$ cat src/rtl/alu_arb.sv
// alu_arb: round-robin arbiter sharing one combinational datapath between two requesters
module alu_arb #(
  parameter int DW = 8
) (
  input  logic          clk,
  input  logic          rst,
  input  logic          a_valid,
  output logic          a_ready,
  input  logic [DW-1:0] a_op1,
  input  logic [DW-1:0] a_op2,
  input  logic [1:0]    a_sel,
  output logic          a_rsp_valid,
  input  logic          a_rsp_ready,
  output logic [DW:0]   a_rsp_data,
  input  logic          b_valid,
  output logic          b_ready,
  input  logic [DW-1:0] b_op1,
  input  logic [DW-1:0] b_op2,
  input  logic [1:0]    b_sel,
  output logic          b_rsp_valid,
  input  logic          b_rsp_ready,
  output logic [DW:0]   b_rsp_data,
  output logic [DW-1:0] dp_op1,
  output logic [DW-1:0] dp_op2,
  output logic [1:0]    dp_sel,
  input  logic [DW:0]   dp_res,
  output logic          busy
);
  typedef enum logic [1:0] {IDLE, EXEC, RESP} state_t;
  state_t state;
  logic owner;
  logic last;
  logic grant_a;
  logic grant_b;
  logic rsp_done;
  assign grant_a  = (state == IDLE) && a_valid && (!b_valid || last);
  assign grant_b  = (state == IDLE) && b_valid && !grant_a;
  assign a_ready  = grant_a;
  assign b_ready  = grant_b;
  assign busy     = state != IDLE;
  assign rsp_done = (state == RESP) && (owner ? b_rsp_ready : a_rsp_ready);
  // IDLE latches the granted operands, EXEC captures the result, RESP waits for the owner
  always_ff @(posedge clk) begin
    if (rst) begin
      state       <= IDLE;
      owner       <= 1'b0;
      last        <= 1'b1;
      a_rsp_valid <= 1'b0;
      b_rsp_valid <= 1'b0;
      a_rsp_data  <= '0;
      b_rsp_data  <= '0;
      dp_op1      <= '0;
      dp_op2      <= '0;
      dp_sel      <= '0;
    end else begin
      case (state)
        IDLE: if (grant_a || grant_b) begin
          state  <= EXEC;
          owner  <= grant_b;
          dp_op1 <= grant_b ? b_op1 : a_op1;
          dp_op2 <= grant_b ? b_op2 : a_op2;
          dp_sel <= grant_b ? b_sel : a_sel;
        end
        EXEC: begin
          state <= RESP;
          if (owner) begin
            b_rsp_data  <= dp_res;
            b_rsp_valid <= 1'b1;
          end else begin
            a_rsp_data  <= dp_res;
            a_rsp_valid <= 1'b1;
          end
        end
        RESP: if (rsp_done) begin
          state       <= IDLE;
          last        <= owner;
          a_rsp_valid <= 1'b0;
          b_rsp_valid <= 1'b0;
        end
        default: state <= IDLE;
      endcase
    end
  end
endmodule

$ cat config.mk
export PLATFORM = sky130hd
export DESIGN_NAME = alu_arb
export DESIGN_NICKNAME = d
export VERILOG_FILES = /design/src/rtl/alu_arb.sv
export SDC_FILE = /design/constraint.sdc
export NUM_CORES = 1
export LEC_CHECK = 0
export ABC_AREA = 1
export ABC_CLOCK_PERIOD_IN_PS = 1200
export CORE_MARGIN = 3
export CORE_UTILIZATION = 36
export CTS_CLUSTER_DIAMETER = 30
export DETAILED_ROUTE_END_ITERATION = 16
export PLACE_DENSITY = 0.76
export SLEW_MARGIN = 0
export SYNTH_ARGS = -nofsm -noshare
export SYNTH_HDL_FRONTEND = slang
export SYNTH_SLANG_ARGS = --single-unit
$ cat constraint.sdc
create_clock -name clk -period 1.2 [get_ports clk]
set_input_delay 0.24 -clock clk [delete_from_list [all_inputs] [get_ports clk]]
set_output_delay 0.24 -clock clk [all_outputs]
set_load 0.03 [all_outputs]
==> reports/metrics.cfg, run 1 <==
[critical_path]
required_ns=0.96
critical_path_class=reg2out
critical_path_arrival_ns=1.17
end_kind=output pin
cp_max_fo=3
regToRegStartpoint=state[0]$_SDFFE_PP0P_
r2r_slack_ns=-0.12
worst_setup_path_start_kind=flop
reg2regPathDepth=8
timing.rr.end=b_rsp_data[7]$_SDFFE_PP0P_

[floorplanning]
die-height_um=76.8
die_w_um=76.8
dieArea_mm2=0.00590
core_mm2=0.00479
placement_rows=25
initial_core_util_pct=37.8
io_pins=92

[clock_tree]
numCtsBuffers=5
insertion_delay_ns=0.29
htreeDepth=2
cts.sinks=42
clk_pin_slew_ns=0.08
cts_tree=yes
cts_buffer_depth=2
cts_hold_buf=0
root_buffer=clkbuf_8

[sta]
period_minus_slack_ns=1.41
tightestPinTransition_ns=0.252
hold_ws_ns=0.467
slew_viol_final=0
fmax_mhz=707
fin_crit_sh_pct=118
worst_slack_ns=-0.214
relSlewSlack_pct=83.2
rsz0062_at_grt=true
setup_viol=40
hold_violations=0
fin_skew_ns=0.00732

[final_layout]
syn_to_final_growth_pct=74.4
fin_nets=418
layout-drive-gt1-share_pct=28.8
antenna_cells=0
fin_cells=435
layout_common_cells=95 x nand2_1, 58 x buf_4, 54 x nand3_1
final_common_cell=nand2_1
fin_area_mm2=0.00315

[hold_path]
holdPathEnd=a_rsp_data[5]$_SDFFE_PP0P_
holdCritPathClass=reg2reg
holdCritStartpoint=a_rsp_data[5]$_SDFFE_PP0P_
hold-path-cell-count=2

[drt]
vias=2096
wire_per_inst_um=12.8
dr.pass1.iters=4
viasPerCell=4.82
wirelength_um=5570
initialDrtViolationCount=85
drc=0
ant_nets=0

[power_and_ir_drop]
power.density_mw_per_mm2=1260
vdd_drop_max_mv=0.673
p_leak_uw=0.00148

[run]
maxCapViolations=0

[placed_design]
dp_slack_ns=-0.435
portBuffers=91
post-dp-hpwl_um=3960
postPlaceCellArea_mm2=0.00283
gp_congestion=0.744
dp_cells=414

[logic_synthesis]
yosysSeqAreaShare_pct=46.5
yosys-top-cells-area=dfxtp_1 47%, nand2_1 21%, nand3_1 15%
yosys_warnings=0
syn_nets=304
synth_area_per_cell_um2=7.14
yosysTopAreaCell=dfxtp_1
synth_top_area_share_pct=46.5
yosysUniqueCellTypes=22
synth_area_mm2=0.00181
synthCells=253
synth-seq-cells=42

[run_status]
status=finished with violations
violations=negative setup slack

[grt]
grt_max_degree=23
grt_pass1_vias=2041
track_usage_pct=19.2
overflow=0
grt_pass1_wl_um=9240
antenna_found_initial=0

-- routing by layer --
layer	track usage (%)	up-vias	part of all wire (%)
met1	20.8	958	40
met4	4.71	0	1.2
li1	-	1051	-
met2	35.5	79	52
met5	0	-	0
met3	6.46	8	7.3
-- critical path, cell delays in order (launching register included) --
cell	delay, ns
dfxtp_4	0.37
inv_4	0.06
nand2_4	0.05
nor2_4	0.13
nand2_4	0.07
clkinvlp_4	0.06
buf_6	0.12
-- cells in the mapped netlist --
master and instances:
nor2_4 1, buf_6 2, nand3_1 54, a31oi_1 1, inv_1 6, buf_2 7, nand2_4 1, dfxtp_1 42
nand2_1 101, nand3_2 1, o211ai_1 1, a21oi_4 1, a21oi_1 20, clkinv_1 1, inv_2 2, buf_1 1
nor2_2 1, nand2_2 3, nor2_1 3, buf_4 1, a211oi_1 1, clkbuf_1 2
-- registers in the layout, indices dropped and copies added (netlist names) --
name and count:
dp_op1 8, a_rsp_data 9, owner 1, b_rsp_data 9, dp_op2 8, state 2
b_rsp_valid 1, a_rsp_valid 1, dp_sel 2, last 1
-- power by group --
part	leakage [µW]	switching [µW]	total, µW	internal (µW)
Combinational	0.00107	667	1280	616
Clock	0.0000579	487	1100	613
Sequential	0.000345	77.2	1590	1510
Total	0.00148	1230	3970	2740
-- worst max path at each step --
stage                          startpoint                endpoint  slack (ns)  depth (start not counted)
finish              state[1]$_SDFFE_PP0P_                 b_ready       -0.21                          6
global route        state[0]$_SDFFE_PP0P_                 b_ready       -0.27                          6
CTS                 state[1]$_SDFFE_PP0P_                 b_ready       -0.19                          6
detailed placement                b_valid  dp_op1[7]$_SDFFE_PP0P_       -0.44                          6
global placement                  b_valid  dp_sel[0]$_SDFFE_PP0P_       -0.37                          6
floorplan           state[0]$_SDFFE_PP0P_                 b_ready       -0.12                          6
-- cells by family (layout without fill, tap and decap cells) --
kind of cell	count (synthesis)	count (layout)	synth area share, %
and+or+nand+nor	165	165	39.8
buffers and inverters	22	137	6.09
DFF	42	42	46.5
AOI/OAI and AO/OA	24	24	7.62
-- what timing repair did --
action,CTS,global route
pin swaps,22,6
gates resized for setup,19,10
gates cloned,1,0
buffers inserted,12,2
endpoints found under the setup margin,31,42
-- per-stage QoR --
step           total power (µW)  TNS [ns]  utilization (%)
3_5_place_dp               2750    -10.80             59.1
5_1_grt                    4160     -7.75             65.8
4_1_cts                    3960     -3.79             65.0
2_1_floorplan              2200    -0.490                -
6_report                   3970     -3.82             65.8
3_3_place_gp               2730     -9.88             59.1
-- layout make-up --
cell class	count	area [µm²]
inverters	9	42.5
flip-flops and latches	42	851
repair buffers	120	1150
well taps	67	83.8
multi-input cells	189	913
clock inverters	3	40.0
clock buffers	5	68.8
fillers	414	1640
Note: power is estimated with default switching activity, not from simulation.
==> inputs of run 2 (changes only) <==
--- a/config.mk
+++ b/config.mk
@@ -12,6 +12,7 @@
 export CTS_CLUSTER_DIAMETER = 30
 export DETAILED_ROUTE_END_ITERATION = 16
 export PLACE_DENSITY = 0.76
+export SETUP_SLACK_MARGIN = 0.5
 export SLEW_MARGIN = 0
 export SYNTH_ARGS = -nofsm -noshare
 export SYNTH_HDL_FRONTEND = slang
==> reports/metrics.cfg, run 2 (synthesis results as in run 1) <==
[floorplanning]
core_mm2=0.00479  ; unchanged
die_w_um=76.8  ; unchanged
dieArea_mm2=0.00590  ; unchanged
io_pins=92  ; unchanged
initial_core_util_pct=37.8  ; unchanged
placement_rows=25  ; unchanged
die-height_um=76.8  ; unchanged

[critical_path]
worst_setup_path_start_kind=flop
reg2regPathDepth=10  ; +2
required_ns=0.96  ; about the same
critical_path_class=reg2out
r2r_slack_ns=-0.08  ; +0.04 ns
critical_path_arrival_ns=1.14  ; -0.03 ns
end_kind=output pin
cp_max_fo=3  ; unchanged

[sta]
hold_violations=0  ; unchanged
tightestPinTransition_ns=0.240  ; -0.0117 ns
setup_viol=21  ; -48%
rsz0062_at_grt=true
finalSetupTns_ns=-1.43  ; +2.40 ns
slew_viol_final=0  ; unchanged
period_minus_slack_ns=1.38  ; -0.0311 ns
fin_skew_ns=0.00158  ; -0.00574 ns
relSlewSlack_pct=84.0  ; +0.78 points
fin_crit_sh_pct=115  ; -2.6 points
worst_slack_ns=-0.183  ; +0.0311 ns
fmax_mhz=723  ; +2.3%

[final_layout]
layout-drive-gt1-share_pct=39.2  ; +10 points
syn_to_final_growth_pct=84.6
largestRegisters=a_rsp_data: 9 flops, b_rsp_data: 9 flops
fin_area_mm2=0.00334  ; +5.9%
fin_cells=442  ; +1.6%
antenna_cells=0  ; unchanged
final_common_cell=nand2_1
fin_nets=425  ; +1.7%
layout_common_cells=97 x nand2_1, 54 x nand3_1, 48 x clkdlybuf4s50_1
final_core_util_pct=69.7  ; +3.9 points

[clock_tree]
insertion_delay_ns=0.29  ; about the same
cts.sinks=42  ; unchanged
root_buffer=clkbuf_8
htreeDepth=2  ; unchanged
cts_buffer_depth=2  ; unchanged
numCtsBuffers=5  ; unchanged
cts_hold_buf=0  ; unchanged
clk_pin_slew_ns=0.08  ; about the same
cts_tree=yes

[placed_design]
postPlaceCellArea_mm2=0.00292  ; +3.1%
gp_congestion=0.798  ; +7.3%
portBuffers=91  ; unchanged
post-dp-hpwl_um=3940  ; -0.54%
dp_cells=419  ; +1.2%

[run]
maxCapViolations=0  ; unchanged

[grt]
antenna_found_initial=0  ; unchanged
grt_pass1_wl_um=9270  ; +0.37%
grt_max_degree=22  ; -4.3%
overflow=0  ; unchanged
track_usage_pct=19.3  ; +0.13 points
grt_pass1_vias=2013  ; -1.4%

[run_status]
status=finished with violations
violations=negative setup slack

[power_and_ir_drop]
finalPower_uw=4040  ; +1.9%
p_leak_uw=0.00154  ; +4.0%
power.density_mw_per_mm2=1210  ; -3.7%
vdd_drop_max_mv=0.575  ; -15%

[drt]
viasPerCell=4.74  ; -1.7%
ant_nets=0  ; unchanged
wirelength_um=5570  ; -0.11%
wire_per_inst_um=12.6  ; -1.7%
drc=0  ; unchanged
vias=2094  ; -0.095%
initialDrtViolationCount=100  ; +18%
dr.pass1.iters=4  ; unchanged

[hold_path]
holdCritPathClass=reg2reg
hold-path-cell-count=2  ; unchanged

-- run 2: repair_timing --
| action | in CTS | in global routing |
|---|---|---|
| pin swaps | 5 | 0 |
| buffers inserted | 10 | 5 |
| resized for setup | 54 | 4 |
| gates cloned | 0 | 0 |
| endpoints found under the setup margin | 83 | 83 |
-- run 2: area by class of cell --
| class | count | area [µm²] |
|---|---|---|
| Clock buffer | 6 | 72.6 |
| Clock inverter | 2 | 37.5 |
| Fill cell | 410 | 1450 |
| Inverter | 9 | 50.0 |
| Multi-Input combinational cell | 189 | 896 |
| Sequential cell | 42 | 896 |
| Tap cell | 67 | 83.8 |
| Timing Repair Buffer | 127 | 1300 |
-- run 2: worst max-delay path: stages, from the launching register on --
cell and delay (ns):
dfxtp_2 0.35, nor2_4 0.12, nand3_2 0.09, buf_6 0.13, inv_4 0.04, buf_6 0.12
-- run 2: power breakdown --
group | switching, µW | total [µW] | internal [µW]
clock network | 485 | 1110 | 621
logic | 662 | 1320 | 654
registers | 92.9 | 1620 | 1530
-- run 2: layer usage --
layer / up-vias / GRT usage, % / routed length (µm) / part of all wire, %
li1: 1070 / - / - / -
met1: 940 / 22.6 / 2330 / 42
met2: 77 / 33.7 / 2780 / 50
met3: 7 / 5.63 / 379 / 6.8
met4: 0 / 6.16 / 72 / 1.3
met5: - / 0 / 0 / 0
-- run 2: final timing paths --
kind,start,endpoint
setup / recovery,state[0]$_SDFFE_PP0P_,a_ready
hold / removal,a_rsp_data[1]$_SDFFE_PP0P_,a_rsp_data[1]$_SDFFE_PP0P_
setup reg to reg,state[1]$_SDFFE_PP0P_,dp_op1[4]$_SDFFE_PP0P_
hold reg to reg,a_rsp_data[1]$_SDFFE_PP0P_,a_rsp_data[1]$_SDFFE_PP0P_
-- run 2: through the flow --
stage,hold WS [ns],setup WS [ns]
after floorplan,0.397,-0.121
after global placement,0.447,-0.301
after detailed placement,0.452,-0.357
after CTS,0.472,-0.187
after global routing,0.488,-0.239
final,0.470,-0.183
==> variant, RTL diff (flow settings as in run 1) <==
`DW`: 8 -> 12.
--- a/src/rtl/alu_arb.sv
+++ b/src/rtl/alu_arb.sv
@@ -1,6 +1,6 @@
 // alu_arb: round-robin arbiter sharing one combinational datapath between two requesters
 module alu_arb #(
-  parameter int DW = 8
+  parameter int DW = 12
 ) (
   input  logic          clk,
   input  logic          rst,
Ports: changed (9 resized); port bits go from 92 to 128. No check against the original RTL was run, so the function may have changed too.
==> variant against run 1 <==
- the run still ends with setup timing left
- total power grew 41%
- final cell count rose by 41%
- global-route usage rose by 0.70 points
- worst setup slack lost 0.017 ns
- die area is 41% higher
- design area is 41% higher
- count of clock-buffer cells in the layout is 7 higher
- sequential cell count increased by 16
- wire length up 45%
- synthesized area grew 45%
- utilization shrank 1.6 points
- critical path type is now input pin to output pin
==> variant: results (changes against run 1) <==
metric	value	unit	change
status	finished, violations left		
violations	setup timing		
preCtsSetupSlack	-0.423	ns	+0.0130 ns
startpoint	a_valid		
drt-initial-drc-count	94		+11%
grtUsageTotal	19.9	%	+0.70 points
h-tree-depth	3		+1
clock_latency	0.33	ns	+0.04 ns
rr_endpoint	dp_sel[1]$_SDFFE_PP0P_		
wl	8060	um	+45%
setup_violations	53		+33%
dp_cells	586		+42%
worst_slack	-0.230	ns	-0.0167 ns
p_leak	2.07	nW	+40%
arrival	1.19	ns	+0.02 ns
reg2regPathDepth	10		+2
cts_resized	28		+9
top_regs	a_rsp_data (13), b_rsp_data (13)		
crit_fanout	2		-1
ir_drop	856	uV	+27%
synthTopCellsByCount	nand2_1, dfxtp_1, nand3_1		
combinationalPowerShare	33.3	%	+1.0 points
hold_end	b_rsp_data[12]$_SDFFE_PP0P_		
synth_fp_nets	437		+44%
power_frac_seq	39.1	%	-0.9 points
final_cells	615		+41%
synth-seq-area-share	44.4	%	-2.1 points
-- variant: worst max path at each step --
| stage | endpoint | slack, ns | cells past startpoint |
|---|---|---|---|
| 6_report | b_ready | -0.23 | 5 |
| 5_1_grt | b_ready | -0.28 | 6 |
| 4_1_cts | b_ready | -0.22 | 6 |
| 3_5_place_dp | dp_op1[6]$_SDFFE_PP0P_ | -0.42 | 6 |
| 3_3_place_gp | dp_op2[10]$_SDFFE_PP0P_ | -0.34 | 8 |
| 2_1_floorplan | b_ready | -0.05 | 6 |
-- variant: critical path: stages --
cell and delay (ns):
clkdlybuf4s50_1 0.55, nand2_2 0.10, nand2_4 0.09, clkinvlp_4 0.07
buf_6 0.13
-- variant: metrics by stage --
step | hold WS, ns | cell area (um2) | setup TNS (ns) | power [mW]
after floorplan | 0.401 | 2640 | -0.0796 | 3.19
after global placement | 0.449 | 3980 | -11.85 | 3.87
after detailed placement | 0.455 | 3980 | -14.00 | 3.90
after CTS | 0.466 | 4390 | -5.32 | 5.66
after global routing | 0.483 | 4440 | -9.34 | 5.93
final | 0.463 | 4440 | -3.81 | 5.61
-- variant: final cells by class --
cell class / instances / area (um2)
tap: 96 / 120
fill: 614 / 2470
inverter: 22 / 95.1
timing repair buffer: 163 / 1580
clock buffer: 12 / 155
clock inverter: 3 / 15.0
multi-input combinational: 261 / 1300
sequential: 58 / 1170
-- variant: layer usage --
metal / global-route usage [%] / vias up / routed length (um) / share of wire (%)
met4: 5.03 / 0 / 41 / 0.51
met5: 0 / - / 0 / 0
met2: 34.8 / 99 / 4050 / 50
li1: - / 1483 / - / -
met3: 8.78 / 4 / 732 / 9.1
met1: 22.0 / 1304 / 3230 / 40
